==> src/rtl/rf_wb_arbiter.sv <==
// Register-file writeback arbiter: merges execute writebacks with load results,
// buffering up to two loads, killing WAW-stale loads and flagging head starvation.
module rf_wb_arbiter #(
  parameter int unsigned STARVE_MAX = 4
) (
  input  logic        clk_i,
  input  logic        rst_i,
  input  logic        ex_valid_i,
  input  logic [4:0]  ex_rd_add_i,
  input  logic [31:0] ex_rd_data_i,
  input  logic        ld_valid_i,
  output logic        ld_ready_o,
  input  logic [4:0]  ld_rd_add_i,
  input  logic [31:0] ld_rd_data_i,
  output logic        we_o,
  output logic [4:0]  rd_add_o,
  output logic [31:0] rd_data_o,
  output logic [31:0] pend_o,
  output logic        stall_o,
  output logic        err_o
);

  localparam logic [3:0] AGE_MAX = 4'(STARVE_MAX);

  typedef struct packed {
    logic [4:0]  add;
    logic [31:0] data;
  } entry_t;

  // Slot 0 is always the head; a valid slot 1 implies a valid slot 0.
  entry_t      ent_q [2];
  entry_t      ent_d [2];
  logic [1:0]  vld_q, vld_d;
  logic [3:0]  age_q, age_d;
  logic        stall_q, stall_d;
  logic        err_q, err_d;

  logic        ex_req;
  logic        ld_acc;
  logic        ld_live;
  logic [1:0]  kill;
  logic [1:0]  surv;
  logic        pop;
  logic        bypass;
  logic        push;
  logic        head_stays;
  entry_t      ld_ent;

  assign ld_ready_o = ~vld_q[1];
  assign ex_req     = ex_valid_i && (ex_rd_add_i != 5'd0);
  assign ld_acc     = ld_valid_i && ld_ready_o;
  // A same-cycle load to the register execute is writing is older, so it dies.
  assign ld_live    = ld_acc && (ld_rd_add_i != 5'd0) &&
                      !(ex_req && (ld_rd_add_i == ex_rd_add_i));
  assign ld_ent     = '{add: ld_rd_add_i, data: ld_rd_data_i};

  always_comb begin
    for (int i = 0; i < 2; i++) begin
      kill[i] = vld_q[i] && ex_req && (ent_q[i].add == ex_rd_add_i);
    end
  end

  assign surv       = vld_q & ~kill;
  assign pop        = !ex_req && vld_q[0];
  assign bypass     = !ex_req && !vld_q[0] && ld_live;
  assign push       = ld_live && !bypass;
  assign head_stays = vld_q[0] && ex_req && !kill[0];

  // NOTE: combinational blocks use blocking '=' with a default for every output
  // first, so no latch is inferred; state registers below use non-blocking '<='.
  always_comb begin
    ent_d = ent_q;
    vld_d = 2'b00;
    if (pop) begin
      ent_d[0] = ent_q[1];
      vld_d[0] = vld_q[1];
    end else if (surv[0]) begin
      vld_d = surv;
    end else begin
      ent_d[0] = ent_q[1];
      vld_d[0] = surv[1];
    end
    if (push) begin
      if (!vld_d[0]) begin
        ent_d[0] = ld_ent;
        vld_d[0] = 1'b1;
      end else begin
        ent_d[1] = ld_ent;
        vld_d[1] = 1'b1;
      end
    end
  end

  always_comb begin
    age_d = 4'd0;
    if (head_stays) begin
      age_d = (age_q == AGE_MAX) ? age_q : age_q + 4'd1;
    end
    stall_d = (age_d == AGE_MAX);
    err_d   = err_q | (ex_req & stall_q);
  end

  always_ff @(posedge clk_i or posedge rst_i) begin
    if (rst_i) begin
      vld_q   <= 2'b00;
      age_q   <= 4'd0;
      stall_q <= 1'b0;
      err_q   <= 1'b0;
    end else begin
      vld_q   <= vld_d;
      age_q   <= age_d;
      stall_q <= stall_d;
      err_q   <= err_d;
    end
  end

  // NOTE: payload storage needs no reset; the valid bits alone decide whether
  // a slot is meaningful, so clearing the data would only cost reset fanout.
  always_ff @(posedge clk_i) begin
    ent_q <= ent_d;
  end

  always_comb begin
    we_o      = 1'b0;
    rd_add_o  = 5'd0;
    rd_data_o = 32'd0;
    if (!rst_i) begin
      if (ex_req) begin
        we_o      = 1'b1;
        rd_add_o  = ex_rd_add_i;
        rd_data_o = ex_rd_data_i;
      end else if (pop) begin
        we_o      = 1'b1;
        rd_add_o  = ent_q[0].add;
        rd_data_o = ent_q[0].data;
      end else if (bypass) begin
        we_o      = 1'b1;
        rd_add_o  = ld_rd_add_i;
        rd_data_o = ld_rd_data_i;
      end
    end
  end

  // Pending mask reflects the FIFO contents as they stand after this cycle.
  always_comb begin
    pend_o = 32'd0;
    if (!rst_i) begin
      for (int i = 0; i < 2; i++) begin
        if (vld_d[i]) pend_o[ent_d[i].add] = 1'b1;
      end
    end
    pend_o[0] = 1'b0;
  end

  assign stall_o = stall_q;
  assign err_o   = err_q;

endmodule

==> config.mk <==
export PLATFORM = sky130hd
export DESIGN_NAME = rf_wb_arbiter
export DESIGN_NICKNAME = d
export VERILOG_FILES = /design/src/rtl/rf_wb_arbiter.sv
export SDC_FILE = /design/constraint.sdc
export NUM_CORES = 1
export LEC_CHECK = 0
export ABC_CLOCK_PERIOD_IN_PS = 5800
export CORE_ASPECT_RATIO = 0.7
export CORE_MARGIN = 1.5
export CORE_UTILIZATION = 35
export DETAILED_ROUTE_END_ITERATION = 8
export HOLD_SLACK_MARGIN = 0.08
export PLACE_DENSITY = 0.74
export REMOVE_ABC_BUFFERS = 1
export SLEW_MARGIN = 10
export SYNTH_ARGS = -nofsm -noshare
export SYNTH_HDL_FRONTEND = slang
export SYNTH_SLANG_ARGS = --single-unit
==> constraint.sdc <==
create_clock -name clk_i -period 5.8 [get_ports clk_i]
set_clock_uncertainty 0.05 [all_clocks]
set_input_delay 0.87 -clock clk_i [delete_from_list [all_inputs] [get_ports clk_i]]
set_output_delay 0.87 -clock clk_i [all_outputs]
set_load 0.1 [all_outputs]
== After elaboration in Yosys (flattened, before gate mapping) ==
Cells that the tools add are included.

* Memory bits (writable): 0
* Output and inout port bits: 73
* Bits in latches: 0
* Flip-flop bits (word level): 82
* ROM bits: 0
* Bits of input ports: 78
* Memories kept: 0

* Equal/unequal tests: 5
* Reductions and logical operators: 24
* Muxes and demuxes: 33
* Bitwise operators: 6
* Multipliers: 0
* Magnitude comparators: 4
* Add/subtract/negate cells: 1
* Div/mod/pow operators: 0
* Shift-type cells: 0

{| class="wikitable"
|+ Operators by type and width
! cell !! number
|-
| $mux W32 || 8
|-
| $mux W37 || 4
|-
| $mux W74 || 1
|-
| $or A32 B32 Y32 || 1
|-
| $mux W5 || 4
|-
| $logic_and A1 B1 Y1 || 16
|-
| $eq A5 B5 Y1 || 3
|-
| $lt A5 B6 Y1 const B || 2
|-
| $mux W1 || 11
|-
| $demux W1 S5 || 2
|-
| $ge A5 B1 Y1 const B || 2
|-
| $reduce_bool A5 Y1 || 2
|-
| $eq A4 B3 Y1 const B || 2
|-
| $mux W4 || 2
|-
| $logic_not A1 Y1 || 5
|-
| $add A4 B1 Y4 const B || 1
|-
| $and A2 B2 Y2 || 1
|-
| $mux W2 || 1
|-
| $not A2 Y2 || 1
|-
| $reduce_and A2 Y1 || 1
|-
| $and A1 B1 Y1 || 1
|-
| $not A1 Y1 || 1
|-
| $or A1 B1 Y1 || 1
|}

== Longest topological paths before layout ==
* Depth after elaboration: 19
* Mapped depth: 11
* Mapped depth without buffers: 8

== Worst setup path after synthesis ==
No wires, ideal clock.

* Path type: input-to-output
* Start: input ex_rd_add_i[4]
* End: output pend_o[10]
* Data arrival time: 5159 ps
* Path buffers: 1
* Path slack: -279 ps
* Stages on the path: 7
* Path through: or3_1 > o31a_1 > a41o_1 > a211oi_2 > clkbuf_1 > a21oi_1 > o22ai_1

* Cells in the longest elaborated chain, start to end: 19
* Elaborated cells on any way between the ends: 46

{| class="wikitable"
|+ Ends and longest elaborated chain
! what !! RTL line !! source
|-
| start, declared || 9 || <nowiki>input logic [4:0] ex_rd_add_i,</nowiki>
|-
| $reduce_bool A5 Y1 || 50 || <nowiki>assign ex_req = ex_valid_i && (ex_rd_add_i != 5'd0);</nowiki>
|-
| $logic_and A1 B1 Y1 || 50 ||
|-
| $logic_and A1 B1 Y1 (2 in a row) || 59 || <nowiki>kill[i] = vld_q[i] && ex_req && (ent_q[i].add == ex_rd_add_i);</nowiki>
|-
| $not A2 Y2 || 63 || <nowiki>assign surv = vld_q & ~kill;</nowiki>
|-
| $and A2 B2 Y2 || 63 ||
|-
| $mux W37 / $mux W1 (equally long branches) || 77 || <nowiki>end else if (surv[0]) begin</nowiki>
|-
| $mux W37 / $mux W1 (equally long branches) || 74 || <nowiki>if (pop) begin</nowiki>
|-
| $mux W37 || 84 || <nowiki>if (!vld_d[0]) begin</nowiki>
|-
| [... 2 more ...] || n/a ||
|-
| $logic_and A1 B1 Y1 (not written as such) || 149 || <nowiki>if (vld_d[i]) pend_o[ent_d[i].add] = 1'b1;</nowiki>
|-
| $mux W1 (not written as such) || 149 ||
|-
| $demux W1 S5 || 149 ||
|-
| $mux W32 || 149 ||
|-
| $mux W32 || 147 || <nowiki>if (!rst_i) begin</nowiki>
|-
| $or A32 B32 Y32 (no source line) || n/a ||
|-
| $mux W32 (*) || 149 ||
|-
| $mux W32 (*) || 147 ||
|-
| end, declared || 18 || <nowiki>output logic [31:0] pend_o,</nowiki>
|}

Mark *: on every way between the ends. The rest lies on a longest branch, timed or not. The select of a mux whose other input is x is not followed.

==> run summary <==
The flow ran to the end, and the final reports show no timing, DRC or antenna violations. The instance count along the most critical hold path is 1. The final RePlAce weighted congestion came out at 0.9429.

The fraction of post-synthesis cell area in the top cell type by area came out at 20.57%. The core occupancy in the finished layout came out at 51.98%. The portion of total power attributed to combinational logic is 47.4%. The relative contribution of sequential cells to total power is 32.9%.

The overall power consumption came out at 2.891 mW. The number of placed instances, taps included is 798. The worst setup path is launched from a primary input. For this run, the total global-route usage over all layers was measured as 21.15%. The floorplan has 35 rows.

The floorplan step set the die width to 141.1 µm. The mean instance size in the synthesized netlist is 8.967 µm². The fraction of met1 tracks used by global routing came out at 26.81%. The layout has 1188 filler cells. In this run the number of cells on the critical path is 10. The number of gates resized after cts came out at 0. Of the total power, the share spent switching nets is 45.45%.

The worst supply voltage drop on vdd is 0.1688 mV. The leakage power summed over all cells came out at 2.664 nW. The overall die area is 14060 µm². With fillers left out, the area of the finished cells amounts to 6807 µm².

Of all cell types, the one taking the most synthesized area is sky130_fd_sc_hd__edfxtp_1. TritonCTS built the clock tree. CTS built an H-tree with a depth of 3. In this run the remaining antenna-violating nets after routing total 0.

By area the synthesized netlist is led by sky130_fd_sc_hd__edfxtp_1, sky130_fd_sc_hd__dfxtp_1, sky130_fd_sc_hd__mux2i_1. The pin slew with the least headroom to its limit is 0.9794 ns. After clock tree synthesis, the clock-pin slew on the worst setup and hold paths is 0.06 ns. The via count came out at 4516. The CTS sink count came out at 82. The wire length of the first global-routing pass came out at 23.65 mm.

The required time of the critical path came out at 4.88 ns. Detailed placement ended at an HPWL of 10.77 mm. Sorting the synthesized cells by how often they occur yields sky130_fd_sc_hd__nand2_1, sky130_fd_sc_hd__nor2_1, sky130_fd_sc_hd__mux2i_1. The final number of max-transition violations is 0. The delay contributed by the slowest stage of the critical path came out at 0.53 ns. The instance area at placement came out at 6509 µm². Traced cell by cell, the critical path runs through clkdlybuf4s50_1, or3_1, o31a_2, buf_4, o311ai_4, mux2i_1, mux2i_1, or3b_1, o22ai_1, buf_12. The first routing iteration left 264 violations. The worst slew margin relative to its limit came out at 34.51%. On the critical path the largest part of the delay comes from buffers and inverters. STA puts the critical path data arrival time at 4.46 ns.

STA classifies the critical path endpoint as an output port. In this design, the critical path's most frequently occurring cell is sky130_fd_sc_hd__mux2i_1. The final period utilization came out at 92.80%.

The global-route congestion overflow total is 0. The number of buffers and inverters on the critical path came out at 3. The distinct cell type count of the synthesized netlist came out at 47. The antenna diode count came out at 0. The total setup buffers inserted after CTS came out at 0. The worst setup path category is in -> out.

The maximum buffer depth of the clock tree is 2. Clock tree synthesis selected as its root buffer the cell sky130_fd_sc_hd__clkbuf_16. For met2 alone, demand over resource in global routing was 36.16%. The number of antenna violations at the first check in global routing is 0. In the global route stage, met3 resource usage came out at 5.055%. Static timing analysis puts the maximum clock frequency at 185.8 MHz. The layer flagged by global routing as most heavily used is met2. The worst reg2reg path depth is 6. The number of failing setup endpoints in the final timing report came out at 0. The number of flops mapped to enable cells by yosys is 32.

The final layout net count came out at 723. The total internal power came out at 1.577 mW. The largest net degree at the start of global routing is 45. The sequential cell area fraction in the yosys report came out at 42.85%.

The latest clock arrival within the worst-skew pair came out at 0.33 ns. The final critical-path required period came out at 5.382 ns. The instance count of the mapped netlist came out at 521. Among all cell types in the netlist, the one instantiated most often is sky130_fd_sc_hd__nand2_1. In the routed design, unresolved DRC markers number 0. Yosys printed 0 warnings. The starting density of the core came out at 35.68%. The final non-filler cell total came out at 814.

Per report_power, the clock group accounts for 19.7% of the total. The max-cap check violation count is 0. Setup repair after global routing left no endpoint under its margin. The total iterations of the first detailed-routing run is 5.

For this block, the routed nets add up to 14.72 mm of wire. The most used flip-flop cell after synthesis is sky130_fd_sc_hd__dfxtp_1. The number of hold buffers added after CTS was 0.

The proportion of layout cells with a drive suffix above 1 is 16.82%. The fraction of registers with async set or reset after synthesis came out at 9.756%. The power per cell area is 424.7 nW/µm². The boundary pin count is 151. The worst hold path belongs to the class reg -> reg.

The final number of hold-violating endpoints came out at 0. The total CTS buffers is 9. The placeable core region is 13090 µm². The post-detailed-route wirelength per cell is 18.08 µm. From synthesis to final layout, the design area changed by 45.69%. The largest individual stage delay along the critical path comes from the cell sky130_fd_sc_hd__or3b_1.

The number of synthesized register bits came out at 82. The area of the mapped netlist came out at 4672 µm². Of all nets on the critical path, the largest fanout is 35. For this design the total switching power over the nets is 1.314 mW. The number of port buffers is 149.

The per-cell via count in the routed design is 5.548. The number of global-route vias before repair is 4636. The vertical die dimension came out at 99.67 µm.
-- power by group through the flow --
| stage | clock network (mW) | registers (mW) | logic, mW |
|---|---|---|---|
| 4_1_cts | 0.582 | 0.945 | 1.37 |
| 5_1_grt | 0.602 | 0.973 | 1.46 |
| 2_1_floorplan | 0 | 0.913 | 0.990 |
| 3_3_place_gp | 0 | 0.947 | 1.34 |
| 3_5_place_dp | 0 | 0.958 | 1.37 |
| 6_report | 0.568 | 0.952 | 1.37 |
-- registers in the layout, summed over array words and instances (netlist names) --
register,flops
age_q,4
stall_o,1
vld_q,2
err_o,1
ent_q,74
-- metal layers --
metal / wire, µm / up-vias
li1: - / 2183
met1: 6708 / 2157
met2: 7004 / 156
met3: 829 / 20
met4: 176 / 0
met5: 0 / -
-- cell usage in the layout, fill, tap and decap left out, drive strengths merged, types with 3 or more instances in the layout --
master / count
xnor2: 8
xor2: 8
a41oi: 4
mux2i: 47
nor3b: 3
edfxtp: 32
nand3: 9
clkdlybuf4s50: 79
nor3: 41
nand2: 56
mux2: 5
dfrtp: 8
clkbuf: 12
a21oi: 8
inv: 12
buf: 81
a221oi: 35
o22ai: 35
or3: 3
nor2b: 4
nor2: 48
o21ai: 35
dfxtp: 42
-- metrics by stage --
stage	TNS (ns)	setup slack, ns	hold WS [ns]
2_1_floorplan	-127.15	-2.943	0.4430
3_3_place_gp	0	0.5694	0.3930
3_5_place_dp	0	0.4649	0.3969
4_1_cts	0	0.4572	0.4106
5_1_grt	0	0.2168	0.4444
6_report	0	0.4175	0.4061
-- worst reg2reg max path, delay by kind of cell, from the launching register on --
kind / cells / cell delay, ns
buf+inv: 2 / 0.80
compound gates: 3 / 0.69
simple gates: 1 / 0.22
flops: 1 / 1.00
-- cells by family (layout without fill, tap and decap cells) --
logic type               after synthesis  count (layout)  synth area share, %
AND/OR/NAND/NOR                      176             176                17.38
AO/OA/AOI/OAI                        131             131                19.44
flip-flops                            82              82                42.85
buffers and inverters                 61             188                5.436
multiplexers                          52              52                11.27
XOR/XNOR                              16              16                3.000
adder cells (fa/ha/maj)                2               2               0.5355
other                                  1               1              0.08027
-- area by class of cell --
cell class / instances / area, µm² / share of cell area, %
multi-input cells: 378 / 2456 / 36.08
flip-flops and latches: 82 / 2003 / 29.43
repair buffers: 160 / 1797 / 26.40
clock buffers: 12 / 246.5 / 3.621
well taps: 166 / 207.7 / 3.051
clock inverters: 4 / 51.30 / 0.7537
inverters: 12 / 45.04 / 0.6618
-- path summary, 6_finish.rpt --
kind	startpoint	to	slack, ns
max in group asynchronous	rst_i	vld_q[0]	4.50
min in group asynchronous	rst_i	err_o	0.89
setup / recovery	ex_rd_add_i[4]	pend_o[9]	0.42
hold / removal	err_o	err_o	0.41
setup reg to reg	vld_q[0]	ent_q[26]	2.69
hold reg to reg	err_o	err_o	0.41
No activity file was read; power rests on OpenSTA's default activity.
